**config.mk**
```make
export PLATFORM = sky130hd
export DESIGN_NAME = alu_operand_stage_flat
export DESIGN_NICKNAME = d
export VERILOG_FILES = /design/src/rtl/alu_pkg.sv /design/src/rtl/alu_operand_stage_if.sv /design/src/rtl/alu_regfile.sv /design/src/rtl/alu_operand_stage.sv /design/src/flat_wrapper.sv
export SDC_FILE = /design/constraint.sdc
export NUM_CORES = 1
export LEC_CHECK = 0
export CAP_MARGIN = 20
export CELL_PAD_IN_SITES_DETAIL_PLACEMENT = 0
export CELL_PAD_IN_SITES_GLOBAL_PLACEMENT = 1
export CORE_ASPECT_RATIO = 0.75
export CORE_MARGIN = 5
export CORE_UTILIZATION = 48
export CTS_CLUSTER_DIAMETER = 30
export DETAILED_ROUTE_END_ITERATION = 10
export GPL_TIMING_DRIVEN = 1
export PLACE_DENSITY_LB_ADDON = 0.08
export SYNTH_ARGS = -nofsm -noshare
export SYNTH_HDL_FRONTEND = slang
export SYNTH_SLANG_ARGS = --single-unit
```
**constraint.sdc**
```tcl
create_clock -name clk -period 3.2 [get_ports clk]
set_input_delay 0.64 -clock clk [delete_from_list [all_inputs] [get_ports clk]]
set_output_delay 0.64 -clock clk [all_outputs]
set_load 0.05 [all_outputs]
```
**src/rtl/alu_pkg.sv**
```systemverilog
`default_nettype none
// ============================================================================
//  Module      : alu_pkg
//  Description : Shared types for the ALU operand-fetch stage: ALU opcodes,
//                B-operand shift codes and the fetch FSM state encoding.
//  Revision    : 1.0  initial release
// ============================================================================
package alu_pkg;

    localparam int c_OP_W    = 2;
    localparam int c_SHIFT_W = 2;

    // ALU opcode as presented on ALUop
    typedef enum logic [c_OP_W-1:0] {
        ADD = 2'b00,
        SUB = 2'b01,
        AND = 2'b10,
        NOT = 2'b11
    } alu_op_e;

    // One-bit shift applied to the B operand
    typedef enum logic [c_SHIFT_W-1:0] {
        SH_NONE = 2'b00,
        SH_LSL1 = 2'b01,
        SH_LSR1 = 2'b10,
        SH_ASR1 = 2'b11
    } shift_e;

    // Fetch sequence: accept, read A, read B, present to the ALU
    typedef enum logic [1:0] {
        IDLE   = 2'b00,
        LOAD_A = 2'b01,
        LOAD_B = 2'b10,
        ISSUE  = 2'b11
    } opnd_state_e;

endpackage : alu_pkg
`default_nettype wire

```
**src/rtl/alu_operand_stage_if.sv**
```systemverilog
`default_nettype none
// ============================================================================
//  Module      : alu_operand_stage_if
//  Description : Bundle of the fetch-command channel, register-file write
//                port and ALU operand channel of alu_operand_stage.
//                master : command source / writeback / ALU side
//                slave  : the operand stage itself
//  Ports       : cmd_valid/cmd_ready/cmd_rn/cmd_rm/cmd_op/cmd_shift/
//                cmd_asel/cmd_bsel/cmd_imm, wr_en/wr_addr/wr_data,
//                alu_valid/alu_ready/Ain/Bin/ALUop
//  Revision    : 1.0  initial release
// ============================================================================
interface alu_operand_stage_if #(
    parameter int DATA_W = 16,
    parameter int NREGS  = 8
);
    localparam int ADDR_W = $clog2(NREGS);

    // fetch command channel
    logic              cmd_valid;
    logic              cmd_ready;
    logic [ADDR_W-1:0] cmd_rn;
    logic [ADDR_W-1:0] cmd_rm;
    logic [1:0]        cmd_op;
    logic [1:0]        cmd_shift;
    logic              cmd_asel;
    logic              cmd_bsel;
    logic [DATA_W-1:0] cmd_imm;

    // register-file write port
    logic              wr_en;
    logic [ADDR_W-1:0] wr_addr;
    logic [DATA_W-1:0] wr_data;

    // operand channel toward the ALU
    logic              alu_valid;
    logic              alu_ready;
    logic [DATA_W-1:0] Ain;
    logic [DATA_W-1:0] Bin;
    logic [1:0]        ALUop;

    modport master (
        output cmd_valid, cmd_rn, cmd_rm, cmd_op, cmd_shift,
               cmd_asel, cmd_bsel, cmd_imm,
        output wr_en, wr_addr, wr_data,
        output alu_ready,
        input  cmd_ready, alu_valid, Ain, Bin, ALUop
    );

    modport slave (
        input  cmd_valid, cmd_rn, cmd_rm, cmd_op, cmd_shift,
               cmd_asel, cmd_bsel, cmd_imm,
        input  wr_en, wr_addr, wr_data,
        input  alu_ready,
        output cmd_ready, alu_valid, Ain, Bin, ALUop
    );

endinterface : alu_operand_stage_if
`default_nettype wire

```
**src/rtl/alu_regfile.sv**
```systemverilog
`default_nettype none
// ============================================================================
//  Module      : alu_regfile
//  Description : NREGS x DATA_W register file, two asynchronous read ports,
//                one synchronous write port. Reads are write-first: a read of
//                the index being written in the same cycle returns the new
//                data. Synchronous active-low clear of every entry.
//  Ports       : clk, rst_n, we/waddr/wdata, raddr_a/rdata_a, raddr_b/rdata_b
//  Revision    : 1.0  initial release
// ============================================================================
module alu_regfile #(
    parameter int DATA_W = 16,
    parameter int NREGS  = 8,
    parameter int ADDR_W = $clog2(NREGS)
) (
    input  wire logic              clk,
    input  wire logic              rst_n,
    input  wire logic              we,
    input  wire logic [ADDR_W-1:0] waddr,
    input  wire logic [DATA_W-1:0] wdata,
    input  wire logic [ADDR_W-1:0] raddr_a,
    output      logic [DATA_W-1:0] rdata_a,
    input  wire logic [ADDR_W-1:0] raddr_b,
    output      logic [DATA_W-1:0] rdata_b
);

    logic [DATA_W-1:0] r_mem [NREGS];

    always_ff @(posedge clk) begin
        if (!rst_n) begin
            for (int i = 0; i < NREGS; i++) begin
                r_mem[i] <= '0;
            end
        end else if (we) begin
            r_mem[waddr] <= wdata;
        end
    end

    // Bypass the array when the write targets the index being read, so the
    // fetch stage sees the value the writeback stage is committing this cycle.
    assign rdata_a = (we && (waddr == raddr_a)) ? wdata : r_mem[raddr_a];
    assign rdata_b = (we && (waddr == raddr_b)) ? wdata : r_mem[raddr_b];

endmodule : alu_regfile
`default_nettype wire

```
**src/rtl/alu_operand_stage.sv**
```systemverilog
`default_nettype none
// ============================================================================
//  Module      : alu_operand_stage
//  Description : Operand-fetch stage in front of the 16-bit ALU. Accepts a
//                fetch command, reads A then B from the register file
//                (optionally forcing A to zero, substituting an immediate for
//                B and shifting B by one), and presents Ain/Bin/ALUop under a
//                valid/ready handshake. The write port is live in every state.
//  Ports       : clk    rising-edge clock
//                rst_n  synchronous active-low reset (aborts any command)
//                bus    alu_operand_stage_if.slave (command, write, ALU side)
//  Config      : ALU_OPND_SHIFTER_EN defined   -> one-bit shifter in B path
//                ALU_OPND_SHIFTER_EN undefined -> cmd_shift ignored
//  Revision    : 1.0  initial release
// ============================================================================
module alu_operand_stage
    import alu_pkg::*;
#(
    parameter int DATA_W = 16,
    parameter int NREGS  = 8
) (
    input  wire logic          clk,
    input  wire logic          rst_n,
    alu_operand_stage_if.slave bus
);

    localparam int ADDR_W = $clog2(NREGS);

    opnd_state_e       r_state;
    opnd_state_e       w_state_nxt;
    logic              w_accept;

    // captured command
    logic [ADDR_W-1:0] r_rn;
    logic [ADDR_W-1:0] r_rm;
    alu_op_e           r_op;
    logic              r_asel;
    logic              r_bsel;
    logic [DATA_W-1:0] r_imm;

    // operand registers, driven straight onto Ain/Bin
    logic [DATA_W-1:0] r_a;
    logic [DATA_W-1:0] r_b;
    logic              r_alu_valid;

    logic [DATA_W-1:0] w_rd_a;
    logic [DATA_W-1:0] w_rd_b;
    logic [DATA_W-1:0] w_b_pre;
    logic [DATA_W-1:0] w_b_post;

    // ------------------------------------------------------------------
    // Register file
    // ------------------------------------------------------------------
    alu_regfile #(
        .DATA_W (DATA_W),
        .NREGS  (NREGS),
        .ADDR_W (ADDR_W)
    ) u_regfile (
        .clk     (clk),
        .rst_n   (rst_n),
        .we      (bus.wr_en),
        .waddr   (bus.wr_addr),
        .wdata   (bus.wr_data),
        .raddr_a (r_rn),
        .rdata_a (w_rd_a),
        .raddr_b (r_rm),
        .rdata_b (w_rd_b)
    );

    // ------------------------------------------------------------------
    // FSM
    // ------------------------------------------------------------------
    always_ff @(posedge clk) begin
        if (!rst_n) begin
            r_state <= IDLE;
        end else begin
            r_state <= w_state_nxt;
        end
    end

    always_comb begin
        w_state_nxt = r_state;
        w_accept    = 1'b0;
        case (r_state)
            IDLE: begin
                if (bus.cmd_valid) begin
                    w_accept    = 1'b1;
                    w_state_nxt = LOAD_A;
                end
            end
            LOAD_A: w_state_nxt = LOAD_B;
            LOAD_B: w_state_nxt = ISSUE;
            ISSUE: begin
                if (r_alu_valid && bus.alu_ready) begin
                    w_state_nxt = IDLE;
                end
            end
            default: w_state_nxt = IDLE;
        endcase
    end

    // Held low during reset so no command is taken while the stage clears.
    assign bus.cmd_ready = rst_n && (r_state == IDLE);

    // ------------------------------------------------------------------
    // Command capture: later changes on cmd_* have no effect
    // ------------------------------------------------------------------
    always_ff @(posedge clk) begin
        if (!rst_n) begin
            r_rn   <= '0;
            r_rm   <= '0;
            r_op   <= ADD;
            r_asel <= 1'b0;
            r_bsel <= 1'b0;
            r_imm  <= '0;
        end else if (w_accept) begin
            r_rn   <= bus.cmd_rn;
            r_rm   <= bus.cmd_rm;
            r_op   <= alu_op_e'(bus.cmd_op);
            r_asel <= bus.cmd_asel;
            r_bsel <= bus.cmd_bsel;
            r_imm  <= bus.cmd_imm;
        end
    end

    // ------------------------------------------------------------------
    // B operand path
    // ------------------------------------------------------------------
    assign w_b_pre = r_bsel ? r_imm : w_rd_b;

`ifdef ALU_OPND_SHIFTER_EN
    shift_e r_shift;

    always_ff @(posedge clk) begin
        if (!rst_n) begin
            r_shift <= SH_NONE;
        end else if (w_accept) begin
            r_shift <= shift_e'(bus.cmd_shift);
        end
    end

    always_comb begin
        w_b_post = w_b_pre;
        case (r_shift)
            SH_NONE: w_b_post = w_b_pre;
            SH_LSL1: w_b_post = {w_b_pre[DATA_W-2:0], 1'b0};
            SH_LSR1: w_b_post = {1'b0, w_b_pre[DATA_W-1:1]};
            SH_ASR1: w_b_post = {w_b_pre[DATA_W-1], w_b_pre[DATA_W-1:1]};
            default: w_b_post = w_b_pre;
        endcase
    end
`else
    // Shift code is accepted on the interface but has no effect.
    logic w_unused_shift;
    assign w_unused_shift = ^bus.cmd_shift;
    assign w_b_post       = w_b_pre;
`endif

    // ------------------------------------------------------------------
    // Operand registers and ALU handshake
    // ------------------------------------------------------------------
    // alu_valid rises on the first ISSUE cycle, so it is seen three edges
    // after the accepting edge. Operands are only loaded in LOAD_A/LOAD_B,
    // so they are frozen for the whole ISSUE state regardless of how long
    // the ALU holds off.
    always_ff @(posedge clk) begin
        if (!rst_n) begin
            r_a         <= '0;
            r_b         <= '0;
            r_alu_valid <= 1'b0;
        end else begin
            case (r_state)
                LOAD_A: r_a <= r_asel ? '0 : w_rd_a;
                LOAD_B: r_b <= w_b_post;
                ISSUE: begin
                    if (!r_alu_valid) begin
                        r_alu_valid <= 1'b1;
                    end else if (bus.alu_ready) begin
                        r_alu_valid <= 1'b0;
                    end
                end
                default: r_alu_valid <= 1'b0;
            endcase
        end
    end

    assign bus.alu_valid = r_alu_valid;
    assign bus.Ain       = r_a;
    assign bus.Bin       = r_b;
    assign bus.ALUop     = r_op;

endmodule : alu_operand_stage
`default_nettype wire
```
**src/flat_wrapper.sv**
```systemverilog
// flat-port wrapper written by rule: the top's interface ports become plain ports
module alu_operand_stage_flat import alu_pkg::*;
#(
    parameter int DATA_W = 16,
    parameter int NREGS  = 8
)
  (clk, rst_n, bus_cmd_valid, bus_cmd_rn, bus_cmd_rm, bus_cmd_op, bus_cmd_shift, bus_cmd_asel, bus_cmd_bsel, bus_cmd_imm, bus_wr_en, bus_wr_addr, bus_wr_data, bus_alu_ready, bus_cmd_ready, bus_alu_valid, bus_Ain, bus_Bin, bus_ALUop);
  alu_operand_stage_if #(.DATA_W(DATA_W), .NREGS(NREGS)) bus_i ();
  input  wire logic clk;
  input  wire logic rst_n;
  input wire logic [$bits(bus_i.cmd_valid)-1:0] bus_cmd_valid;
  input wire logic [$bits(bus_i.cmd_rn)-1:0] bus_cmd_rn;
  input wire logic [$bits(bus_i.cmd_rm)-1:0] bus_cmd_rm;
  input wire logic [$bits(bus_i.cmd_op)-1:0] bus_cmd_op;
  input wire logic [$bits(bus_i.cmd_shift)-1:0] bus_cmd_shift;
  input wire logic [$bits(bus_i.cmd_asel)-1:0] bus_cmd_asel;
  input wire logic [$bits(bus_i.cmd_bsel)-1:0] bus_cmd_bsel;
  input wire logic [$bits(bus_i.cmd_imm)-1:0] bus_cmd_imm;
  input wire logic [$bits(bus_i.wr_en)-1:0] bus_wr_en;
  input wire logic [$bits(bus_i.wr_addr)-1:0] bus_wr_addr;
  input wire logic [$bits(bus_i.wr_data)-1:0] bus_wr_data;
  input wire logic [$bits(bus_i.alu_ready)-1:0] bus_alu_ready;
  output wire logic [$bits(bus_i.cmd_ready)-1:0] bus_cmd_ready;
  output wire logic [$bits(bus_i.alu_valid)-1:0] bus_alu_valid;
  output wire logic [$bits(bus_i.Ain)-1:0] bus_Ain;
  output wire logic [$bits(bus_i.Bin)-1:0] bus_Bin;
  output wire logic [$bits(bus_i.ALUop)-1:0] bus_ALUop;
  assign bus_i.cmd_valid = bus_cmd_valid;
  assign bus_i.cmd_rn = bus_cmd_rn;
  assign bus_i.cmd_rm = bus_cmd_rm;
  assign bus_i.cmd_op = bus_cmd_op;
  assign bus_i.cmd_shift = bus_cmd_shift;
  assign bus_i.cmd_asel = bus_cmd_asel;
  assign bus_i.cmd_bsel = bus_cmd_bsel;
  assign bus_i.cmd_imm = bus_cmd_imm;
  assign bus_i.wr_en = bus_wr_en;
  assign bus_i.wr_addr = bus_wr_addr;
  assign bus_i.wr_data = bus_wr_data;
  assign bus_i.alu_ready = bus_alu_ready;
  assign bus_cmd_ready = bus_i.cmd_ready;
  assign bus_alu_valid = bus_i.alu_valid;
  assign bus_Ain = bus_i.Ain;
  assign bus_Bin = bus_i.Bin;
  assign bus_ALUop = bus_i.ALUop;
  alu_operand_stage #(.DATA_W(DATA_W), .NREGS(NREGS)) u_core (.clk(clk), .rst_n(rst_n), .bus(bus_i));
endmodule
```
After elaboration in Yosys (flattened, before gate mapping)
Memories as Yosys holds them, arrays and structs flattened. A register that Yosys moved wholly into a read port is not among the register bits.
Cells that the tools add are included.
Cells by class
  reduce and logical (&&, ||, !) cells: 8
  eq/ne operators: 7
  mux-type cells: 23
Operators by type and width (count)
  two-way mux 16 bit: 5
  OR reduction 16 bit: 1
  two-way mux 3 bit: 5
  two-way mux 1 bit: 9
  case mux 2 bit (4 select lines): 1
  == test 3 bit: 2
  == test 2 bit, second input constant: 2
  logical AND 1 bit: 4
  two-way mux 2 bit: 2
  == test 2 x 1 -> 1 bit, second input constant: 1
  zero test 2 bit: 1
  inequality test 2 x 1 -> 1 bit, second input constant: 1
  inequality test 2 bit, second input constant: 1
  case mux 1 bit (2 select lines): 1
  AND reduction 2 bit: 1
  OR reduction 2 bit: 1
Word-level totals
  flip-flop bits (word level): 61
  memory bits (writable): 128
  memories kept: 1
  logic and storage cells: 49
  input bits: 52
Memory list
  u_core.u_regfile.r_mem: words 8, bits a word 16, rd ports 2, clocked after Yosys merged registers in 2, write ports 8, RTL line alu_regfile.sv:27  | logic [DATA_W-1:0] r_mem [NREGS];

Depth between registers and ports, before layout
  depth after elaboration: 5
  depth in mapped cells: 7

Cells and area by module
Synthesis repeated with hierarchy kept, for this count alone.
Unflattened totals
  cells, all modules: 722
  area, all modules: 10114.7 µm²
Modules (own cells, without submodules)
  alu_regfile: area an instance 7440.9 µm², cells an instance 446, instances 1, sequential area each 3843.7 µm²
  alu_operand_stage: area an instance 2673.8 µm², cells an instance 276, instances 1, sequential area each 1221.2 µm²

Worst setup path before layout
Ideal clock, no wire load.
  path kind: input -> register
  from: in bus_wr_addr[2]
  to: mem u_core.u_regfile.r_mem[3][0] (enable)
  setup slack: 625 ps
  library setup time: 411 ps
  cell stages on the path: 3
  data arrival time: 2164 ps
  cells stage by stage: buf_2 nand2b_1 o21ai_0
RTL lines
  start: declaration: RTL line flat_wrapper.sv:20  | input wire logic [$bits(bus_i.wr_addr)-1:0] bus_wr_addr;
  end: declaration: RTL line alu_regfile.sv:27

Worst setup path after layout
  from: in rst_n
  to: out bus_cmd_ready
On the way
  word-level cells in the longest chain between the ends: 1
RTL lines
  start: declaration: RTL line flat_wrapper.sv:10  | input wire logic rst_n;
  logical AND 1 bit: RTL line alu_operand_stage.sv:103  | assign bus.cmd_ready = rst_n && (r_state == IDLE);
  end: declaration: RTL line flat_wrapper.sv:23  | output wire logic [$bits(bus_i.cmd_ready)-1:0] bus_cmd_ready;
Every way passes these cells.

==> impl_metrics.env <==
export IMPL_gp_congestion=0.810
export IMPL_cts_clk_slew_worst_paths_ns=0.07
export IMPL_place_ws_ns=0.593
export IMPL_setup_viol=0
export IMPL_avgSynthCellArea_um2=13.4
export IMPL_worst_path_buf_inv=3
export IMPL_grt_pass1_vias=6587
export IMPL_ys_flop_type="edfxtp_1"
export IMPL_synthMostInstantiatedCell="and2_1"
export IMPL_vdd_ir_drop_max_v=0.000395
export IMPL_synth_area_leaders="edfxtp_1 40%, dfxtp_1 14%, mux4_2 9.1%, and2_1 8.4%, mux4_1 6.8%"
export IMPL_worstPathMaxFanout=38
export IMPL_clk_latency_ns=0.43
export IMPL_grt_pass1_wl_um=40300
export IMPL_fin_ws_ns=0.795
export IMPL_nets=859
export IMPL_ys_seq_area_frac=0.537
export IMPL_clockRootBuffer="clkbuf_16"
export IMPL_max_clock_freq_mhz=416
export IMPL_synth_top_cells_by_count="130 x and2_1, 128 x edfxtp_1, 67 x dfxtp_1, 55 x nand2_1, 39 x mux4_2"
export IMPL_cts_buffers=17
export IMPL_cp_end_kind="output pin"
export IMPL_ant_nets=0
export IMPL_ys_warnings_count=0
export IMPL_async_flop_share=0
export IMPL_ys_seq_elements=195
export IMPL_power_density_mw_per_mm2=664
export IMPL_worst_pin_slew_ns=1.03
export IMPL_dp_hpwl_um=16800
export IMPL_crit_family="buffers and inverters"
export IMPL_synth_edf_count=128
export IMPL_ios=88
export IMPL_rr_worst_depth=5
export IMPL_timing_final_max_slew_violations=0
export IMPL_hold_path_cell_count=2
export IMPL_grtUsageTotal=0.233
export IMPL_placed_cells=1035
export IMPL_finalClockSkew_ns=0.00827
export IMPL_max_stage_delay_ns=0.41
export IMPL_rsz0062_at_grt="no"
export IMPL_status="completed"
export IMPL_drive_gt1_frac=0.153
export IMPL_period_share=0.752
export IMPL_vias=6474
export IMPL_synth_nets=775
export IMPL_wl_per_cell_um=24.9
export IMPL_worst_path_most_repeated_cell="buf_4"
export IMPL_instances_no_fill=1068
export IMPL_setup_tns_ns=0
export IMPL_syn_area_mm2=0.00965
export IMPL_clock_sinks=195
export IMPL_antenna_found_initial=0
export IMPL_post_route_drc_count=0
export IMPL_synthCells=718
export IMPL_core_area_mm2=0.0195
export IMPL_cts_htree_levels=4
export IMPL_grt_max_degree=39
export IMPL_yosysTopAreaCellShare=0.398
export IMPL_crit_required_ns=2.56
export IMPL_postCtsResizedCells=0
export IMPL_cts_tree="yes"
export IMPL_row_count=44
export IMPL_die_height_um=133
export IMPL_path_cells="buf_2 > buf_4 > and2_1 > buf_4"
export IMPL_crit_cells=4
export IMPL_leakage_nw=4.01
export IMPL_start_kind="input pin"
export IMPL_ctsHoldBuffers=0
export IMPL_die_w_um=174
export IMPL_area_delta_synth_final_pct=19.3
export IMPL_numPortBuffers=85
export IMPL_drt_vias_per_instance=6.06
export IMPL_maxCapViolations=0
export IMPL_post_route_min_period_ns=2.40
export IMPL_dr_first_iter_drc_count=738
export IMPL_cpMaxStageDelayCell="buf_4"
export IMPL_cts_setup_buffers=0
export IMPL_initial_utilization=0.494
export IMPL_critPathKind="in -> out"
export IMPL_crit_arrival_ns=1.76
export IMPL_overflow=0
export IMPL_relSlewSlack=0.316
export IMPL_synth_top_area_cell="edfxtp_1"
export IMPL_die_area_mm2=0.0231
export IMPL_hp_class="reg -> reg"
export IMPL_num_antenna_cells=0
export IMPL_hold_viol=0
export IMPL_totalWireLength_um=26600
export IMPL_clock_path_buffers=2
export IMPL_first_pass_iters=7
export IMPL_synth_cell_types=32
## final cells by class
class                   count  area, um2
fillers                  1509       8030
flip-flops and latches    195       5190
multi-input cells         465       4200
repair buffers            119       1170
clock buffers              18        439
well taps                 253        317
clock inverters            14        186
inverters                   4       15.0
## per-stage QoR
step | hold WS, ns | cell area [um2] | total power, mW | utilization
final | 0.459 | 11500 | 7.64 | 0.589
after global routing | 0.487 | 11500 | 7.94 | 0.589
after CTS | 0.465 | 11500 | 7.65 | 0.588
after detailed placement | 0.455 | 10900 | 5.40 | 0.556
after floorplan | 0.438 | 9650 | 4.66 | -
after global placement | 0.450 | 10900 | 5.36 | 0.556
## worst register-to-register path, stage by stage, from the launching register on
cell     delay, ns
dfxtp_2       0.71
buf_4         0.28
mux4_1        0.57
mux2_2        0.32
mux2i_1       0.18
a21oi_1       0.10
## state kept, by name, indices dropped and copies added, names as in the netlist, named ones only
name	cells
u_core.r_asel	1
u_core.bus.ALUop	2
u_core.bus.Bin	16
u_core.bus.Ain	16
u_core.r_rn	3
u_core.u_regfile.r_mem	128
u_core.r_rm	3
u_core.r_state	2
u_core.r_imm	16
u_core.bus.alu_valid	1
u_core.r_bsel	1
## logic make-up after synthesis
group	count (synthesis)	share of synthesized area
compound gates	116	0.0763
mux	114	0.213
buf+inv	58	0.0272
xor+xnor	6	0.00545
fa+ha+maj	5	0.00649
simple gates	224	0.134
flops	195	0.537
## power breakdown
part,leakage [nW],switching (mW),total (mW),internal (mW)
combinational,1.95,1.21,2.13,0.925
clock,0.287,0.945,2.27,1.32
sequential,1.77,0.261,3.24,2.98
## placed cells by master, fill, tap and decap left out, drive strengths merged
cell,count
nor3,3
nand2,55
bufinv,4
nor2b,3
nand4b,1
o211a,1
nor2,7
o211ai,16
nor4,1
mux2,16
mux2i,34
a21o,1
clkinv,5
mux4,64
nand4,1
dfxtp,67
clkinvlp,5
nand3b,18
o21ai,22
xnor2,3
inv,4
xor2,3
nand3,1
a22oi,16
edfxtp,128
clkbuf,18
buf,36
a21boi,27
nand2b,4
a21oi,33
clkdlybuf4s50,83
and2,130
ha,5
## routing by layer
layer  GRT usage  up-vias  routed length, um
li1            -     2876                  -
met1       0.323     3248              11500
met2       0.376      304              12500
met3      0.0525       46               2020
met4      0.0655        0                584
met5           0        -                  0
## path summary, 6_finish.rpt
path	from	endpoint	slack, ns
worst max-delay path	rst_n	bus_cmd_ready	0.80
worst min-delay path	u_core.r_imm[4]$_SDFFE_PN0P_	u_core.r_imm[4]$_SDFFE_PN0P_	0.46
worst max register to register	register	u_core.bus.Bin[11]$_SDFFE_PN0P_	0.93
worst min register to register	u_core.r_imm[4]$_SDFFE_PN0P_	u_core.r_imm[4]$_SDFFE_PN0P_	0.46
Power figures use the tool's default switching activity.
